### src/rtl/uart_pkg.sv
// rtl/uart_pkg.sv - shared UART constants and receiver state encoding
package uart_pkg;

  // Shared with txuart so both ends of the link agree on the baud rate
  localparam int CLKS_PER_BIT = 217;
  localparam int DATA_BITS    = 8;

  typedef enum logic [2:0] {
    IDLE,
    START,
    DATA,
    STOP,
    WAIT_HIGH
  } rx_state_e;

endpackage

### src/rtl/sync_2ff.sv
// rtl/sync_2ff.sv - two-flop synchronizer with async active-low reset to RESET_VAL
module sync_2ff #(
  parameter int               WIDTH     = 1,
  parameter logic [WIDTH-1:0] RESET_VAL = '0
) (
  input  logic             i_clk,
  input  logic             i_rst_n,
  input  logic [WIDTH-1:0] i_d,
  output logic [WIDTH-1:0] o_q
);

  logic [WIDTH-1:0] meta_q;
  logic [WIDTH-1:0] sync_q;

  always_ff @(posedge i_clk or negedge i_rst_n) begin
    if (!i_rst_n) begin
      meta_q <= RESET_VAL;
      sync_q <= RESET_VAL;
    end else begin
      meta_q <= i_d;
      sync_q <= meta_q;
    end
  end

  assign o_q = sync_q;

endmodule

### src/rtl/rxuart.sv
// rtl/rxuart.sv - 8N1 UART receiver with centre sampling and one-cycle data/frame-error strobes
module rxuart #(
  parameter int CLKS_PER_BIT = uart_pkg::CLKS_PER_BIT,
  parameter int DATA_BITS    = uart_pkg::DATA_BITS
) (
  input  logic                 i_clk,
  input  logic                 i_rst_n,
  input  logic                 i_uart_rx,
  output logic [DATA_BITS-1:0] o_data,
  output logic                 o_valid,
  output logic                 o_frame_err,
  output logic                 o_busy
);

  import uart_pkg::*;

  if (CLKS_PER_BIT < 4) begin : g_bad_clks_per_bit
    $error("rxuart: CLKS_PER_BIT must be at least 4");
  end
  if (DATA_BITS != 8) begin : g_bad_data_bits
    $error("rxuart: DATA_BITS is fixed at 8");
  end

  localparam int CW = $clog2(CLKS_PER_BIT);
  localparam int BW = $clog2(DATA_BITS);
  localparam logic [CW-1:0] BAUD_LAST = CW'(CLKS_PER_BIT - 1);
  localparam logic [CW-1:0] BAUD_HALF = CW'(CLKS_PER_BIT / 2 - 1);
  localparam logic [BW-1:0] BIT_LAST  = BW'(DATA_BITS - 1);

  logic                 rx_s;
  rx_state_e            state_q, state_d;
  logic [CW-1:0]        baud_q, baud_d;
  logic [BW-1:0]        bit_q, bit_d;
  logic [DATA_BITS-1:0] shift_q, shift_d;
  logic [DATA_BITS-1:0] data_q, data_d;
  logic                 valid_q, valid_d;
  logic                 ferr_q, ferr_d;
  logic                 busy_q, busy_d;

  sync_2ff #(
    .WIDTH    (1),
    .RESET_VAL(1'b1)
  ) u_sync (
    .i_clk  (i_clk),
    .i_rst_n(i_rst_n),
    .i_d    (i_uart_rx),
    .o_q    (rx_s)
  );

  always_comb begin
    state_d = state_q;
    baud_d  = (baud_q == BAUD_LAST) ? '0 : baud_q + 1'b1;
    bit_d   = bit_q;
    shift_d = shift_q;
    data_d  = data_q;
    valid_d = 1'b0;
    ferr_d  = 1'b0;
    case (state_q)
      IDLE: begin
        baud_d = '0;
        if (!rx_s) state_d = START;
      end
      START: begin
        // Half a bit in: a line that has already gone high again was a glitch
        if (baud_q == BAUD_HALF) begin
          baud_d  = '0;
          bit_d   = '0;
          state_d = rx_s ? IDLE : DATA;
        end
      end
      DATA: begin
        if (baud_q == BAUD_LAST) begin
          shift_d = {rx_s, shift_q[DATA_BITS-1:1]};
          bit_d   = bit_q + 1'b1;
          if (bit_q == BIT_LAST) state_d = STOP;
        end
      end
      STOP: begin
        // Leave at the stop-bit centre so an immediately following start edge is caught
        if (baud_q == BAUD_LAST) begin
          if (rx_s) begin
            data_d  = shift_q;
            valid_d = 1'b1;
            state_d = IDLE;
          end else begin
            ferr_d  = 1'b1;
            state_d = WAIT_HIGH;
          end
        end
      end
      WAIT_HIGH: begin
        baud_d = '0;
        if (rx_s) state_d = IDLE;
      end
      default: state_d = IDLE;
    endcase
    busy_d = (state_d != IDLE);
  end

  always_ff @(posedge i_clk or negedge i_rst_n) begin
    if (!i_rst_n) begin
      state_q <= IDLE;
      baud_q  <= '0;
      bit_q   <= '0;
      shift_q <= '0;
      data_q  <= '0;
      valid_q <= 1'b0;
      ferr_q  <= 1'b0;
      busy_q  <= 1'b0;
    end else begin
      state_q <= state_d;
      baud_q  <= baud_d;
      bit_q   <= bit_d;
      shift_q <= shift_d;
      data_q  <= data_d;
      valid_q <= valid_d;
      ferr_q  <= ferr_d;
      busy_q  <= busy_d;
    end
  end

  assign o_data      = data_q;
  assign o_valid     = valid_q;
  assign o_frame_err = ferr_q;
  assign o_busy      = busy_q;

endmodule
### config.mk
export PLATFORM = sky130hd
export DESIGN_NAME = rxuart
export DESIGN_NICKNAME = d
export VERILOG_FILES = /design/src/rtl/uart_pkg.sv /design/src/rtl/sync_2ff.sv /design/src/rtl/rxuart.sv
export SDC_FILE = /design/constraint.sdc
export NUM_CORES = 1
export LEC_CHECK = 0
export CAP_MARGIN = 20
export CORE_MARGIN = 1.5
export CORE_UTILIZATION = 40
export CTS_BUF_LIST = sky130_fd_sc_hd__clkbuf_8 sky130_fd_sc_hd__clkbuf_16
export CTS_CLUSTER_SIZE = 40
export DETAILED_ROUTE_END_ITERATION = 8
export PLACE_DENSITY = 0.65
export SKIP_LAST_GASP = 1
export SLEW_MARGIN = 20
export SYNTH_ARGS = -nofsm -noshare
export SYNTH_HDL_FRONTEND = slang
export SYNTH_HIERARCHICAL = 1
export SYNTH_SLANG_ARGS = --single-unit
### constraint.sdc
create_clock -name i_clk -period 1.9 [get_ports i_clk]
set_input_delay 0.57 -clock i_clk [delete_from_list [all_inputs] [get_ports i_clk]]
set_output_delay 0.57 -clock i_clk [all_outputs]
set_load 0.005 [all_outputs]
==> results by group, run 1 <==
GRT
  • Gr ovfl total: 0
  • Largest net degree at the start of global routing: 36
  • First-pass GRT wire length: 4.49 mm
  • Vias in the first global route: 1001
  • Initial antenna violation count: 0
  • All-layer global routing usage: 0.143

Yosys
  • Ys flop type: dfrtp_1
  • Syn Nets: 128
  • Number of synthesized flops with an enable pin: 0
  • Largest family of logic cells by synthesized area: simple AND/OR/NAND/NOR gates
  • Top cells by area, synth: dfrtp_1 (53%), mux2_2 (12%), nor2_1 (4.4%)
  • Compound-Gate Fraction of Synth Area: 0.0519
  • Synth Area in Simple Gates: 0.159
  • Post-Syn Area per Cell: 12.8 µm²
  • Cells after Synth: 121
  • Sequential fraction of the synthesis area: 0.569
  • Area share of the largest cell type after synthesis: 0.535
  • Fraction of registers with async set/reset: 1.00
  • Cell Area, Synth: 1540 µm²
  • Top post-synthesis cells by count: dfrtp_1 (33), nor2_1 (18), mux2_2 (17)
  • Synth Area in XOR/XNOR: 0.0340
  • Adder-cell share of the synthesized area: 0.0324
  • Flops & latches, synth: 35
  • Yosys Warn Count: 6
  • Cell taking the most area after synthesis: dfrtp_1
  • Most frequent cell after synthesis: dfrtp_1
  • Multiplexer share of the synthesized area: 0.124
  • Number of distinct library cells after synthesis: 31

Clock network
  • Root Buffer: clkbuf_8
  • Cts bufs inserted: 5
  • CTS Buffer Depth: 2
  • Clock transition at path regs: 0.07 ns
  • # resized after CTS: 0
  • CTS Hold Bufs: 0
  • Worst-skew pair later-pin latency: 0.29 ns
  • CTS tree: built
  • Htree depth: 2
  • Setup Fix Bufs, Post-CTS: 0
  • Sink Count: 35

Detailed routing
  • Number of DRC markers in iteration 0: 37
  • Drt drc: 0
  • Vias: 936
  • WL/cell: 13.4 µm
  • Routed WL: 2.53 mm
  • Post-route ant nets: 0
  • Vias/cell: 4.95
  • DRT Pass-1 Iters: 4

Die
  • Core area: 3690 µm²
  • Die Y-Extent: 65.1 µm
  • Die ar.: 4240 µm²
  • Rows: 22
  • Ports: 14
  • Initial Util: 0.419
  • Die W: 65.1 µm

Timing
  • Fin crit share: 0.941
  • Fin Hold WS: 0.351 ns
  • Unrepaired setup endpoints after global routing: false
  • # setup viols final: 0
  • Hold Vio Cnt, Final: 0
  • Fin Clk Skew: 0.0121 ns
  • Relative slew slack: 0.758
  • Fin crit period: 1.79 ns
  • Worst setup margin: 0.111 ns
  • Worst Max-Slew Pin Slew: 0.363 ns
  • Setup tns final: 0 ns
  • FMAX: 0.559 GHz
  • Max-slew violation count: 0

Setup path
  • CP max FO: 8
  • Critical path arrival: 1.96 ns
  • Worst r2r dst: o_data[4]
  • R2r setup slk: 0.11 ns
  • CP cell instances: inv_1 -> ha_1 -> nand4b_4 -> nor4_4 -> buf_4 -> mux2_2
  • Critical path's slowest cell: dfrtp_1
  • Crit start category: flip-flop
  • R2R depth: 6
  • Required time of the worst setup path: 2.07 ns
  • Worst setup EP type: flip-flop
  • Worst r2r src: baud_q[0]
  • Critical Path Max Stage Delay: 0.41 ns
  • Worst Setup Path Type: flip-flop to flip-flop

Final layout
  • Final core utilization: 0.503
  • Filler cells: 322
  • Area grow syn2layout: 20.3%
  • # diodes: 0
  • Nets@finish: 147
  • Post-route insts no fill: 189
  • Layout cells sized above 1: 0.255
  • Final Cell Area: 1860 µm²

Run
  • Max Cap Violations: 0

Place
  • Place WS: 0.0863 ns
  • IO Port Bufs: 13
  • Area after DPL: 1760 µm²
  • Post-DP HPWL: 1.74 mm
  • GPL Wtd Cong: 0.765
  • Placed insts: 181

Hold path
  • Hold path cells: 0
  • Worst Hold End: u_sync/o_q
  • Hold WC Path Type: flip-flop to flip-flop
  • Min-delay src: u_sync/meta_q

Outcome
  • Status: finished clean

Power
  • Peak VDD IR: 0.416 mV
  • PD cells: 714 nW/µm²
  • Total power: 1.33 mW
  • Lkg Pwr: 0.889 nW
-- sequential cells by signal (all words and copies together) (netlist names) --
register       flops
u_sync/meta_q      1
o_frame_err        1
o_busy             1
u_sync/o_q         1
state_q            3
baud_q             8
bit_q              3
o_valid            1
shift_q            8
o_data             8
-- where the power goes --
group	internal [mW]	leakage (nW)	switching, mW	total, mW
registers	0.749	0.462	0.00288	0.752
clock network	0.287	0.0524	0.263	0.550
logic	0.00840	0.375	0.0154	0.0238
total	1.04	0.889	0.281	1.33
-- worst max-delay path by stage --
stage	startpoint	to	slack, ns	depth (start not counted)
floorplan	baud_q[0]	shift_q[2]	0.13	6
global placement	baud_q[0]	bit_q[0]	0.16	7
detailed placement	baud_q[0]	o_data[2]	0.09	6
CTS	baud_q[0]	o_data[4]	0.09	6
global route	baud_q[0]	o_busy	0.01	6
finish	baud_q[0]	o_data[4]	0.11	6
-- routing by layer --
layer,GRT usage,share of wire
met5,0,0
met4,0.0781,0.021
met3,0.0514,0.044
met2,0.219,0.48
met1,0.177,0.46
-- cell type report --
cell class	count	area, µm²	area share
flip-flops and latches	35	878	0.473
multi-input cells	76	627	0.338
repair buffers	16	178	0.0957
clock buffers	6	82.6	0.0445
well taps	48	60.1	0.0323
inverters	6	22.5	0.0121
clock inverters	2	8.76	0.00472
-- cells by family after synthesis --
group                      count (synthesis)
DFF                                       35
buffers and inverters                     10
and+or+nand+nor                           39
AOI/OAI and AO/OA                         10
adders and majority gates                  4
muxes                                     17
xor gates and xnor gates                   6
-- critical path: cells and delay by family (launching register included) --
family	cells	cell delay, ns
AND/OR/NAND/NOR	2	0.45
flip-flops	1	0.41
multiplexers	1	0.34
buffers and inverters	2	0.30
adder cells (fa/ha/maj)	1	0.19
-- layout by cell type (no fill, tap or decap), drive strengths merged, types with 3 or more instances in the layout --
| cell | Yosys | layout |
|---|---|---|
| mux2 | 17 | 17 |
| nor2 | 18 | 18 |
| nand2 | 6 | 6 |
| dfrtp | 33 | 33 |
| clkbuf | 1 | 6 |
| buf | 3 | 3 |
| xnor2 | 4 | 4 |
| clkdlybuf4s50 | 0 | 13 |
| inv | 6 | 7 |
| ha | 4 | 4 |
| nand3 | 4 | 4 |
No activity file was read; power rests on OpenSTA's default activity.
==> run 2, diff against run 1 <==
--- a/config.mk
+++ b/config.mk
@@ -5,7 +5,7 @@
 export SDC_FILE = /design/constraint.sdc
 export NUM_CORES = 1
 export LEC_CHECK = 0
-export CAP_MARGIN = 20
+export CAP_MARGIN = 10
 export CORE_MARGIN = 1.5
 export CORE_UTILIZATION = 40
 export CTS_BUF_LIST = sky130_fd_sc_hd__clkbuf_8 sky130_fd_sc_hd__clkbuf_16
==> results of run 2 <==
Same layout as run 1: the final DEF is identical, and so are final timing and power.
